--- config.mk ---
export PLATFORM = sky130hd
export DESIGN_NAME = lsu_mem_bridge_flat
export DESIGN_NICKNAME = d
export VERILOG_FILES = /design/src/rtl/lsu_mem_bridge_if.sv /design/src/rtl/lsu_mem_bridge.sv /design/src/flat_wrapper.sv
export SDC_FILE = /design/constraint.sdc
export NUM_CORES = 1
export LEC_CHECK = 0
export ABC_AREA = 1
export CAP_MARGIN = 30
export CORE_UTILIZATION = 40
export DETAILED_ROUTE_END_ITERATION = 8
export GPL_TIMING_DRIVEN = 0
export PLACE_DENSITY = 0.72
export SKIP_LAST_GASP = 1
export SYNTH_ARGS = -nofsm -noshare
export SYNTH_HDL_FRONTEND = slang
export SYNTH_SLANG_ARGS = --single-unit
--- constraint.sdc ---
create_clock -name clk -period 1.9 [get_ports clk]
set_input_delay 0.19 -clock clk [delete_from_list [all_inputs] [get_ports clk]]
set_output_delay 0.19 -clock clk [all_outputs]
set_load 0.03 [all_outputs]
--- src/rtl/lsu_mem_bridge_if.sv ---
// Word-addressed memory bus between the load/store unit and data memory.
// The bridge is the master; the memory responds with ack and read data.
interface lsu_mem_bridge_if;
  logic        req;
  logic        we;
  logic [31:0] addr;
  logic [31:0] wdata;
  logic [3:0]  be;
  logic        ack;
  logic [31:0] rdata;

  modport master (output req, we, addr, wdata, be, input ack, rdata);
  modport slave  (input req, we, addr, wdata, be, output ack, rdata);
endinterface

--- src/rtl/lsu_mem_bridge.sv ---
// Load/store bridge: turns single-cycle core memory strobes into a handshaked
// bus transfer, stalling the core until the access completes or times out.
module lsu_mem_bridge #(
  parameter int TIMEOUT = 255
) (
  input  logic                  clk,
  input  logic                  reset_n,
  input  logic                  mem_read,
  input  logic                  mem_write,
  input  logic [31:0]           mem_addr,
  input  logic [31:0]           mem_wdata,
  input  logic [2:0]            mem_funct3,
  output logic                  stall,
  output logic [31:0]           rdata,
  output logic                  load_valid,
  output logic                  misaligned,
  output logic                  bus_error,
  lsu_mem_bridge_if.master      bus
);

  typedef enum logic [1:0] {
    IDLE = 2'd0,
    BUSY = 2'd1,
    DONE = 2'd2
  } state_e;

  localparam int CNT_W = (TIMEOUT > 1) ? $clog2(TIMEOUT + 1) : 1;
  localparam logic [CNT_W-1:0] CNT_LIMIT = CNT_W'(TIMEOUT);
  localparam bit TIMEOUT_EN = (TIMEOUT != 0);

  state_e           state_r;
  logic [CNT_W-1:0] cnt_r;
  logic [CNT_W-1:0] cnt_next_s;
  logic [2:0]       funct3_r;
  logic [1:0]       lane_r;
  logic             access_s;
  logic             illegal_s;

  function automatic logic size_illegal(input logic [2:0] f3, input logic [1:0] lane);
    logic bad;
    case (f3)
      3'b000, 3'b100: bad = 1'b0;
      3'b001, 3'b101: bad = lane[0];
      3'b010:         bad = (lane != 2'b00);
      default:        bad = 1'b1;
    endcase
    return bad;
  endfunction

  function automatic logic [3:0] lane_be(input logic [2:0] f3, input logic [1:0] lane);
    logic [3:0] be;
    case (f3[1:0])
      2'b00:   be = 4'b0001 << lane;
      2'b01:   be = 4'b0011 << lane;
      default: be = 4'b1111;
    endcase
    return be;
  endfunction

  function automatic logic [31:0] lane_wdata(input logic [2:0] f3, input logic [31:0] wd);
    logic [31:0] res;
    case (f3[1:0])
      2'b00:   res = {4{wd[7:0]}};
      2'b01:   res = {2{wd[15:0]}};
      default: res = wd;
    endcase
    return res;
  endfunction

  // Lane select follows the captured byte offset; halves only sit at 0 or 2.
  function automatic logic [31:0] extract_load(input logic [2:0] f3, input logic [1:0] lane,
                                               input logic [31:0] word);
    logic [7:0]  b;
    logic [15:0] h;
    logic [31:0] res;
    b = word[{lane, 3'b000} +: 8];
    h = lane[1] ? word[31:16] : word[15:0];
    case (f3)
      3'b000:  res = {{24{b[7]}}, b};
      3'b100:  res = {24'h000000, b};
      3'b001:  res = {{16{h[15]}}, h};
      3'b101:  res = {16'h0000, h};
      default: res = word;
    endcase
    return res;
  endfunction

  // Request decode and core stall; stall must rise in the request cycle itself.
  always_comb begin
    access_s   = mem_read | mem_write;
    illegal_s  = size_illegal(mem_funct3, mem_addr[1:0]);
    cnt_next_s = cnt_r + CNT_W'(1);
    misaligned = (state_r == IDLE) && access_s && illegal_s;
    stall      = ((state_r == IDLE) && access_s && !illegal_s) || (state_r == BUSY);
  end

  // Transfer FSM with all bus and result outputs registered.
  always_ff @(posedge clk or negedge reset_n) begin
    if (!reset_n) begin
      state_r    <= IDLE;
      cnt_r      <= '0;
      funct3_r   <= 3'b000;
      lane_r     <= 2'b00;
      bus.req    <= 1'b0;
      bus.we     <= 1'b0;
      bus.addr   <= 32'h0000_0000;
      bus.wdata  <= 32'h0000_0000;
      bus.be     <= 4'b0000;
      rdata      <= 32'h0000_0000;
      load_valid <= 1'b0;
      bus_error  <= 1'b0;
    end else begin
      case (state_r)
        IDLE: begin
          if (access_s && !illegal_s) begin
            state_r   <= BUSY;
            cnt_r     <= '0;
            funct3_r  <= mem_funct3;
            lane_r    <= mem_addr[1:0];
            bus.req   <= 1'b1;
            bus.we    <= mem_write;
            bus.addr  <= {mem_addr[31:2], 2'b00};
            bus.be    <= lane_be(mem_funct3, mem_addr[1:0]);
            bus.wdata <= lane_wdata(mem_funct3, mem_wdata);
          end
        end
        BUSY: begin
          // Ack is checked first so a late ack still beats the timeout.
          if (bus.ack) begin
            bus.req <= 1'b0;
            state_r <= DONE;
            if (!bus.we) begin
              rdata      <= extract_load(funct3_r, lane_r, bus.rdata);
              load_valid <= 1'b1;
            end
          end else if (TIMEOUT_EN && (cnt_next_s == CNT_LIMIT)) begin
            bus.req   <= 1'b0;
            bus_error <= 1'b1;
            state_r   <= DONE;
            if (!bus.we) begin
              rdata      <= 32'h0000_0000;
              load_valid <= 1'b1;
            end
          end else begin
            cnt_r <= cnt_next_s;
          end
        end
        DONE: begin
          load_valid <= 1'b0;
          bus_error  <= 1'b0;
          cnt_r      <= '0;
          state_r    <= IDLE;
        end
        default: begin
          state_r <= IDLE;
        end
      endcase
    end
  end

endmodule

--- src/flat_wrapper.sv ---
// flat-port wrapper written by rule: the top's interface ports become plain ports
module lsu_mem_bridge_flat 
#(
  parameter int TIMEOUT = 255
)
  (clk, reset_n, mem_read, mem_write, mem_addr, mem_wdata, mem_funct3, stall, rdata, load_valid, misaligned, bus_error, bus_req, bus_we, bus_addr, bus_wdata, bus_be, bus_ack, bus_rdata);
  lsu_mem_bridge_if bus_i ();
  input  logic clk;
  input  logic reset_n;
  input  logic mem_read;
  input  logic mem_write;
  input  logic [31:0] mem_addr;
  input  logic [31:0] mem_wdata;
  input  logic [2:0] mem_funct3;
  output logic stall;
  output logic [31:0] rdata;
  output logic load_valid;
  output logic misaligned;
  output logic bus_error;
  output wire logic [$bits(bus_i.req)-1:0] bus_req;
  output wire logic [$bits(bus_i.we)-1:0] bus_we;
  output wire logic [$bits(bus_i.addr)-1:0] bus_addr;
  output wire logic [$bits(bus_i.wdata)-1:0] bus_wdata;
  output wire logic [$bits(bus_i.be)-1:0] bus_be;
  input wire logic [$bits(bus_i.ack)-1:0] bus_ack;
  input wire logic [$bits(bus_i.rdata)-1:0] bus_rdata;
  assign bus_req = bus_i.req;
  assign bus_we = bus_i.we;
  assign bus_addr = bus_i.addr;
  assign bus_wdata = bus_i.wdata;
  assign bus_be = bus_i.be;
  assign bus_i.ack = bus_ack;
  assign bus_i.rdata = bus_rdata;
  lsu_mem_bridge #(.TIMEOUT(TIMEOUT)) u_core (.clk(clk), .reset_n(reset_n), .mem_read(mem_read), .mem_write(mem_write), .mem_addr(mem_addr), .mem_wdata(mem_wdata), .mem_funct3(mem_funct3), .stall(stall), .rdata(rdata), .load_valid(load_valid), .misaligned(misaligned), .bus_error(bus_error), .bus(bus_i));
endmodule
==> impl_results.md, run 1 <==
* Util after Layout at 0.643
* Syn Std Cell Area at 6110 µm²
* Most frequent cells in the layout: nand2_1 (295), clkdlybuf4s50_1 (202), dfrtp_1 (115)
* Via count at 6339
* # diodes at 0
* CTS root buffer: clkbuf_16
* Initial antenna violation count at 0
* Critical-path top delay cell: dfrtp_1
* Cell family with most CP delay: simple AND/OR/NAND/NOR gates
* CTS Sinks at 117
* Drt drc at 11
* Nets at 1180
* CTS tree: yes
* R2r startpoint: u_core.cnt_r[0]
* Final Setup Violations at 0
* First-pass DRT Iterations at 7
* H-Tree Depth at 4
* Dpl ws at -1.05 ns
* Die span in x at 126 µm
* Failing checks: design-rule violations
* Slew at the pin with the worst max-slew slack at 0.661 ns
* FF-to-FF End: u_core.rdata[28]
* IO Count at 210
* # rows at 44
* CP max FO at 8
* Period minus WS final at 1.87 ns
* Core ar. at 14700 µm²
* RSZ-0062 raised after global routing: yes
* Max stage delay on crit path at 0.42 ns
* Area after DPL at 8430 µm²
* R2r setup slk at 0.03 ns
* Synth cell types at 34
* Crit. Startpoint: u_core.cnt_r[0]
* Worst r2r path cells at 12
* Largest net degree at the start of global routing at 73
* Vias/cell at 5.00
* Final Hold Viols at 0
* Fraction of layout cells with a size suffix above 1 at 0.137
* #FFs+latches synth at 117
* P&R area growth vs syn at 54.8%
* Total CTS buffers at 17
* Syn Area/Cell at 7.43 µm²
* Crit path kind: reg -> reg
* Port bufs at 206
* WP depth at 12
* Post-Synthesis Cells at 822
* Post-Route Skew at 0.00692 ns
* Final Slew Violations at 0
* Fillers at 1283
* Cell Pwr Density at 1720 nW/µm²
* Final period util at 0.985
* Hold crit path type: in -> reg
* Peak VDD IR at 1.20 mV
* Worst skew pair latency at 0.43 ns
* Buffer and inverter count on the worst path at 1
* Worst EP required at 2.21 ns
* Slew Limit Headroom at 0.558
* Fmax at 0.534 GHz
* Design Area, Final at 9450 µm²
* Routed WL per cell at 15.5 µm
* Iteration-0 DRC Markers at 460
* Synth warn at 0
* Die area at 15800 µm²
* Grt total ovfl at 0
* Clk pin slew, worst setup/hold paths at 0.05 ns
* Post-Route WL at 19700 µm
* Worst setup EP type: flip-flop
* Crit-path cells: ha_4, nand3_4, nand2_1, nand2_2, nand3_2, nor2_4, nand2_2, nand2_4, nand3_4, buf_6, nand2_2, nand2_2
* DP Wirelength at 13900 µm
* Critical path launch point type: flip-flop
* Status: complete, but fails checks
* Worst Setup EP: u_core.rdata[28]
* Initial core utilization at 0.416
* Post-synthesis sequential area ratio at 0.479
* Static Leakage at 4.58 nW
* Most used cell, CP: nand2_2
* Die height at 126 µm
* Final WS setup at 0.0280 ns
* Antenna Nets Post-Route at 0
* Vias in the first global route at 6207
* Gr usage total at 0.259
* First-pass GRT wire length at 31600 µm
* Max Cap Viol at 0
* CP arrival at 2.18 ns
* Commonest non-fill, non-tap cell in the layout: nand2_1
* Setup TNS at 0 ns
* RePlAce Congestion at 0.944
* Clk buf depth at 2
-- cell usage after synthesis, drive strengths merged --
master / n / area [µm²]
a22o: 8 / 70.1
dfrtp: 117 / 2930
nand4: 37 / 238
a31o: 1 / 8.76
o21ai: 66 / 330
a21oi: 38 / 190
inv: 70 / 263
nand2: 336 / 1270
buf: 23 / 144
clkbuf: 25 / 93.8
nand3b: 1 / 7.51
a211oi: 2 / 15.0
a21boi: 1 / 7.51
nand3: 25 / 153
nor2: 49 / 206
nor3: 2 / 10.0
o21bai: 2 / 18.8
clkinv: 4 / 15.0
ha: 6 / 75.1
conb: 1 / 3.75
or2: 2 / 12.5
o211ai: 6 / 45.0
-- worst min path at each step --
stage,startpoint,slack [ns],end,cells past startpoint
final,mem_addr[1],0.19,u_core.lane_r[1],3
after global routing,mem_addr[1],0.23,u_core.bus.be[3],3
after CTS,reset_n,0.27,u_core.cnt_r[4],2
after detailed placement,reset_n,0.15,u_core.cnt_r[4],1
after global placement,u_core.rdata[5],0.46,u_core.rdata[5],2
after floorplan,reset_n,-0.11,u_core.bus.addr[10],0
-- metrics by stage --
| step | hold slack [ns] | cells | total power [mW] |
|---|---|---|---|
| 6_report | 0.186 | 1267 | 16.3 |
| 5_1_grt | 0.229 | 1267 | 17.3 |
| 4_1_cts | 0.265 | 1259 | 16.0 |
| 3_5_place_dp | 0.146 | 1214 | 12.4 |
| 3_3_place_gp | 0.456 | 1213 | 12.3 |
| 2_1_floorplan | -0.106 | 823 | 9.03 |
-- tightest hold or removal path, cell delays in order --
cell and delay [ns]:
dlymetal6s2s_1 0.18, nand2_1 0.12, o21ai_0 0.08
-- cell type report --
| class | instances | area (µm²) | area share |
|---|---|---|---|
| Tap cell | 184 | 230 | 0.0244 |
| Clock buffer | 22 | 464 | 0.0491 |
| Multi-Input combinational cell | 584 | 2860 | 0.302 |
| Inverter | 74 | 280 | 0.0296 |
| Buffer | 48 | 267 | 0.0282 |
| Sequential cell | 117 | 2930 | 0.310 |
| Timing Repair Buffer | 228 | 2280 | 0.241 |
| Clock inverter | 10 | 146 | 0.0155 |
-- metal layers --
metal / GRT usage / share of wire / up-vias
li1: - / - / 3117
met1: 0.322 / 0.42 / 2967
met2: 0.414 / 0.48 / 228
met3: 0.0941 / 0.089 / 27
met4: 0.0918 / 0.018 / 0
met5: 0 / 0 / -
-- registers in the layout, summed over array words and instances, names as in the netlist, 2 cells and up --
| name | cells |
|---|---|
| u_core.funct3_r | 3 |
| u_core.bus.wdata | 32 |
| u_core.bus.be | 4 |
| u_core.lane_r | 2 |
| u_core.rdata | 32 |
| u_core.bus.addr | 30 |
| u_core.cnt_r | 8 |
| u_core.state_r | 2 |
-- power by group --
part | switching, mW | internal [mW]
sequential | 0.714 | 3.61
clock | 1.20 | 2.14
combinational | 5.29 | 3.34
total | 7.21 | 9.08
-- cell families (layout without fill, tap and decap cells) --
logic type	count (synthesis)	count (layout)	share of synthesized area
other cells	1	2	0.000614
compound gates	124	124	0.112
buf+inv	122	382	0.0844
flops	117	117	0.479
fa+ha+maj	6	6	0.0123
simple gates	452	452	0.311
-- repair_timing --
| item | CTS | global route |
|---|---|---|
| buffers inserted | 10 | 6 |
| endpoints found under the hold margin | 45 | 0 |
| pin swaps | 9 | 12 |
| resized for setup | 26 | 69 |
| hold buffers | 1 | 0 |
| gates cloned | 2 | 2 |
| setup endpoints to repair | 80 | 67 |
Note: power is estimated with default switching activity, not from simulation.
==> run 2: changes to the inputs <==
--- a/config.mk
+++ b/config.mk
@@ -12,6 +12,7 @@
 export GPL_TIMING_DRIVEN = 0
 export PLACE_DENSITY = 0.72
 export SKIP_LAST_GASP = 1
+export SLEW_MARGIN = 20
 export SYNTH_ARGS = -nofsm -noshare
 export SYNTH_HDL_FRONTEND = slang
 export SYNTH_SLANG_ARGS = --single-unit
==> results of run 2 <==
The final DEF is identical to that of run 1; final timing and power are the same.
